==> config.mk <==
export PLATFORM = sky130hd
export DESIGN_NAME = pixel_feeder
export DESIGN_NICKNAME = d
export VERILOG_FILES = /design/src/rtl/pixel_feeder.sv
export SDC_FILE = /design/constraint.sdc
export NUM_CORES = 2
export LEC_CHECK = 0
export ABC_AREA = 1
export CAP_MARGIN = 20
export CORE_MARGIN = 8
export CORE_UTILIZATION = 45
export CTS_BUF_LIST = sky130_fd_sc_hd__clkbuf_2
export DETAILED_ROUTE_END_ITERATION = 8
export PLACE_DENSITY = 0.62
export REMOVE_ABC_BUFFERS = 1
export SETUP_SLACK_MARGIN = 0.02
export SYNTH_ARGS = -nofsm -noshare
export SYNTH_HDL_FRONTEND = slang
export SYNTH_SLANG_ARGS = --single-unit
==> constraint.sdc <==
create_clock -name clk -period 10 [get_ports clk]
set_input_delay 3 -clock clk [delete_from_list [all_inputs] [get_ports clk]]
set_output_delay 3 -clock clk [all_outputs]
set_load 0.03 [all_outputs]
==> src/rtl/pixel_feeder.sv <==
// pixel_feeder: walks a DDR2 frame buffer in bursts and streams 24-bit pixels to the DVI block.
// Define PIXEL_FEEDER_UNDERRUN_CNT_EN to add the underrun_count output.
module pixel_feeder #(
   parameter int WIDTH      = 800,
   parameter int HEIGHT     = 600,
   parameter int BURST      = 8,
   parameter int FIFO_DEPTH = 64
) (
   input  logic        clk,
   input  logic        rst_n,
   input  logic        enable,
   input  logic [31:0] frame_base,
   output logic        rd_req_valid,
   input  logic        rd_req_ready,
   output logic [31:0] rd_req_addr,
   input  logic        rd_data_valid,
   input  logic [31:0] rd_data,
   output logic [23:0] video,
   output logic        video_valid,
   input  logic        video_ready,
`ifdef PIXEL_FEEDER_UNDERRUN_CNT_EN
   output logic [15:0] underrun_count,
`endif
   output logic        frame_interrupt
);
   localparam int NPIX = WIDTH * HEIGHT;
   localparam int NREQ = NPIX / BURST;
   localparam int IW   = NREQ > 1 ? $clog2(NREQ) : 1;
   localparam int PW   = NPIX > 1 ? $clog2(NPIX) : 1;
   localparam int AW   = $clog2(FIFO_DEPTH);
   localparam int CW   = AW + 2;
   localparam int SH   = $clog2(BURST * 4);

   typedef enum logic [1:0] {IDLE, REQ, WAIT} state_t;

   state_t        r_state, w_next;
   logic [31:0]   r_base;
   logic [IW-1:0] r_req_idx;
   logic [CW-1:0] r_outstanding, r_count;
   logic [AW-1:0] r_wr_ptr, r_rd_ptr;
   logic [23:0]   r_mem [FIFO_DEPTH];
   logic [PW-1:0] r_pix_idx;
   logic          r_irq;
   logic          w_room, w_req_hs, w_last_req, w_last_pix, w_frame_start, w_wr, w_rd;
   logic          w_unused;

   // Words already requested count against FIFO space, so the FIFO can never overflow.
   assign w_room        = 32'(r_count) + 32'(r_outstanding) + 32'(BURST) <= 32'(FIFO_DEPTH);
   assign w_req_hs      = r_state == REQ && rd_req_ready;
   assign w_last_req    = r_req_idx == IW'(NREQ - 1);
   assign w_last_pix    = r_pix_idx == PW'(NPIX - 1);
   assign w_frame_start = (r_state == IDLE && enable) || (w_req_hs && w_last_req);
   assign w_wr          = rd_data_valid;
   assign w_rd          = video_valid && video_ready;
   assign w_unused      = &{1'b0, rd_data[31:24]};

   always_comb begin
      w_next = r_state;
      if (r_state == IDLE)
         w_next = enable ? (w_room ? REQ : WAIT) : IDLE;
      else if (r_state == REQ)
         w_next = rd_req_ready ? WAIT : REQ;
      else
         w_next = w_room ? REQ : WAIT;
   end

   always_ff @(posedge clk) begin
      if (!rst_n) begin
         r_state       <= IDLE;
         r_base        <= '0;
         r_req_idx     <= '0;
         r_outstanding <= '0;
         r_count       <= '0;
         r_wr_ptr      <= '0;
         r_rd_ptr      <= '0;
         r_pix_idx     <= '0;
         r_irq         <= 1'b0;
      end else begin
         r_state       <= w_next;
         r_base        <= w_frame_start ? frame_base : r_base;
         r_req_idx     <= (r_state == IDLE || (w_req_hs && w_last_req)) ? '0 : r_req_idx + IW'(w_req_hs);
         r_outstanding <= r_outstanding + (w_req_hs ? CW'(BURST) : '0) - CW'(rd_data_valid);
         r_count       <= r_count + CW'(w_wr) - CW'(w_rd);
         r_wr_ptr      <= r_wr_ptr + AW'(w_wr);
         r_rd_ptr      <= r_rd_ptr + AW'(w_rd);
         r_pix_idx     <= (w_rd && w_last_pix) ? '0 : r_pix_idx + PW'(w_rd);
         r_irq         <= w_rd && w_last_pix;
      end
   end

   always_ff @(posedge clk) begin
      if (w_wr) r_mem[r_wr_ptr] <= rd_data[23:0];
   end

   assign rd_req_valid    = r_state == REQ;
   assign rd_req_addr     = r_base + (32'(r_req_idx) << SH);
   assign video_valid     = r_count != '0;
   assign video           = video_valid ? r_mem[r_rd_ptr] : '0;
   assign frame_interrupt = r_irq;

`ifdef PIXEL_FEEDER_UNDERRUN_CNT_EN
   logic [15:0] r_underrun;
   always_ff @(posedge clk) begin
      if (!rst_n || w_frame_start)
         r_underrun <= '0;
      else if (video_ready && !video_valid && r_state != IDLE && !(&r_underrun))
         r_underrun <= r_underrun + 16'd1;
   end
   assign underrun_count = r_underrun;
`endif

   assert property (@(posedge clk) disable iff (!rst_n) !(w_wr && !w_rd && r_count == CW'(FIFO_DEPTH)));
endmodule

==> impl_metrics.toml <==
[floorplan]
io_pins = 129
start_util_pct = 45.2
rows = 142
die_y_um = 404
core_mm2 = 0.150
fp.dieW_um = 404
dieArea_mm2 = 0.163

[cells_and_area]
seqCellArea_mm2 = 0.0481
drive_gt1_share_pct = 13.1
multi_input_area_mm2 = 0.0175
final_util_pct = 49.7
synthToLayoutAreaGrowth_pct = 10.0
fin_nets = 6380
fill_cells = 13465

[hold_path]
min_from = "r_pix_idx[18]$_SDFF_PP0_"
hold_path.class = "flip-flop to flip-flop"

[clock_tree]
cts_setup_buffers = 0
h-tree-depth = 5
cts_buffers = 416
clock-sinks = 1634
root_buffer = "clkbuf_2"
cts.clk_slew.worst_paths_ns = 0.11
clock_latency_ns = 1.67
postCtsHoldBufs = 0
ctsResizeCount = 0
tritoncts = "yes"
clockBufferDepth = 4

[synthesis]
seq_area_frac_synth_pct = 71.1
netlist_top_cells_area = "edfxtp_1 68%, nand2_1 10%, nand3_1 7.3%"
synth-seq-cells = 1634
synth_warnings = 0
yosysTopAreaCell = "edfxtp_1"
synth_area_mm2 = 0.0676
synthCells = 5931
synth.top_cell.area_share_pct = 68.2
synth_cell_type_count = 37
syn_avg_cell_area_um2 = 11.4

[critical_path]
cp_cell_sequence = "buf_4 -> buf_4 -> nand3_1 -> nand3_1 -> nand2_1 -> nand2_1 -> nand3_1 -> o211ai_1 -> a21oi_1 -> clkdlybuf4s50_1"
critical_path_class = "flip-flop to output port"
reg2reg_from = "r_count[4]$_SDFF_PN0_"
cp_max_fo = 61
critPathRequiredTime_ns = 7.00
cpMostUsedCell = "nand3_1"
slowest_stage = "dfxtp_4"
arrival_ns = 5.94
startpoint_type = "flip-flop"
worst_setup_path_end_kind = "output port"
cpPeakStageDelay_ns = 0.78
crit_path_start = "r_rd_ptr[1]$_SDFF_PN0_"

[status]
outcome = "completed"

[placed_design]
io_buffer_count = 120
place_congestion = 0.846
dp_slack_ns = 2.93
hpwl_um = 101000

[run]
maxCapViolations = 0

[drt]
num_vias = 46760
postRouteAntennaNets = 0
drtIter0Drc = 5396
avgRoutedWirePerCell_um = 22.3
viasPerCell = 5.48
firstDrtPassIters = 8
drcViolationCount = 0
wirelength_um = 191000

[global_route]
grt_pass1_wl_um = 280000
grt.busiest_layer = "met2"
grt_overflow_total = 0
antenna_found_initial = 5
met2_usage_pct = 35.9
global_route.usage.met3_pct = 4.67
grtUsageMet1_pct = 31.0
grt_start_max_net_pins = 157
track_usage_pct = 22.6
grt_pass1_vias = 44294

[sta]
worst_pin_slew_ns = 1.21
finalSetupTns_ns = 0
slew_headroom_pct = 18.9
fin_ws_ns = 1.06
finalClockSkew_ns = 0.158
setup_violations = 0
whs_ns = 0.495
max_freq_ghz = 0.112
hold_violations = 0
slew_viol_final = 0
rsz0062_at_grt = "no"
period_share_pct = 89.4
period_needed_ns = 8.94

[power]
leakage_nw = 27.4
vdd_drop_max_mv = 0.151
power_density_mw_per_mm2 = 206
[worst paths after layout]
check,end,slack (ns),depth (start not counted)
max,video[6],1.06,10
min,r_pix_idx[18]$_SDFF_PP0_,0.50,2
max reg2reg,r_count[6]$_SDFF_PN0_,6.16,18
min reg2reg,r_pix_idx[18]$_SDFF_PP0_,0.50,2
[power by group]
group	total (mW)	internal, mW	switching (mW)
Clock	4.25	1.66	2.60
Sequential	7.63	7.55	0.0794
Combinational	3.47	0.980	2.49
[critical path, delay by kind of cell, from the launching register on]
family                 cells  cell delay (ns)
DFF                        1             0.78
AOI/OAI and AO/OA          2             0.49
and+or+nand+nor            5             0.80
buffers and inverters      3             2.08
[metrics by stage]
step | instance area (um2) | power [mW] | cells
2_1_floorplan | 65900 | 10.4 | 5572
3_3_place_gp | 70900 | 11.2 | 7844
3_5_place_dp | 70900 | 11.2 | 7844
4_1_cts | 74300 | 15.5 | 8528
5_1_grt | 74400 | 16.1 | 8535
6_report | 74400 | 15.4 | 8538
[per-layer routing]
| layer | up-vias | share of wire [%] |
|---|---|---|
| li1 | 21730 | - |
| met1 | 22584 | 42 |
| met2 | 2113 | 46 |
| met3 | 331 | 8.8 |
| met4 | 2 | 3.0 |
| met5 | - | 0.0047 |
[cell type report]
| class | count | area share (%) |
|---|---|---|
| diodes | 8 | 0.0269 |
| clock buffers | 601 | 4.04 |
| clock inverters | 83 | 0.545 |
| inverters | 128 | 0.680 |
| multi-input cells | 3810 | 23.6 |
| flip-flops and latches | 1634 | 64.7 |
| well taps | 2016 | 3.39 |
| repair buffers | 258 | 3.07 |
[cell usage in the layout, fill, tap and decap left out, drive strengths merged]
| master | count |
|---|---|
| nand3 | 983 |
| o21ai | 136 |
| clkbuf | 601 |
| diode | 8 |
| and3 | 1 |
| a21o | 4 |
| xor2 | 24 |
| clkinvlp | 1 |
| nand2 | 1820 |
| nor4 | 13 |
| buf | 163 |
| a31oi | 3 |
| edfxtp | 1536 |
| nand3b | 4 |
| o31ai | 72 |
| inv | 131 |
| ha | 58 |
| dfxtp | 98 |
| nor3b | 2 |
| clkinv | 76 |
| clkdlybuf4s50 | 95 |
| o211ai | 24 |
| nor3 | 32 |
| bufinv | 3 |
| a21oi | 273 |
| nor2 | 320 |
| o22ai | 1 |
| o21bai | 2 |
| a221oi | 2 |
| o21a | 2 |
| or2 | 1 |
| nand4 | 18 |
| xnor2 | 10 |
| or3 | 1 |
| fa | 4 |
[flip-flops by register name, summed over array words and instances (netlist names)]
signal           count
r_rd_ptr             6
r_wr_ptr             6
r_base              32
r_outstanding        8
frame_interrupt      1
r_mem             1536
r_pix_idx           19
r_state              2
r_req_idx           16
r_count              8
[cell usage after synthesis, drive strengths merged]
library cell  count
o22ai             1
o21bai            2
nand3           983
a31oi             3
fa                4
and3              1
o21a              2
a221oi            2
nand3b            4
o31ai            72
or2               1
nor4             13
nand4            18
inv             127
xnor2            10
xor2             24
ha               58
edfxtp         1536
clkbuf          119
nand2          1820
clkinv            1
dfxtp            98
or3               1
buf             240
o21ai           136
a21o              4
nor3             32
o211ai           24
a21oi           273
nor2            320
nor3b             2
[kinds of logic (layout without fill, tap and decap cells)]
logic type,after synthesis,after routing,synth area share [%]
buffers and inverters,487,1070,3.23
XOR/XNOR,34,34,0.440
AO/OA/AOI/OAI,519,519,4.24
flip-flops,1634,1634,71.1
AND/OR/NAND/NOR,3195,3195,19.8
adder cells (fa/ha/maj),62,62,1.19
other,0,8,0
No activity file was read; power rests on OpenSTA's default activity.
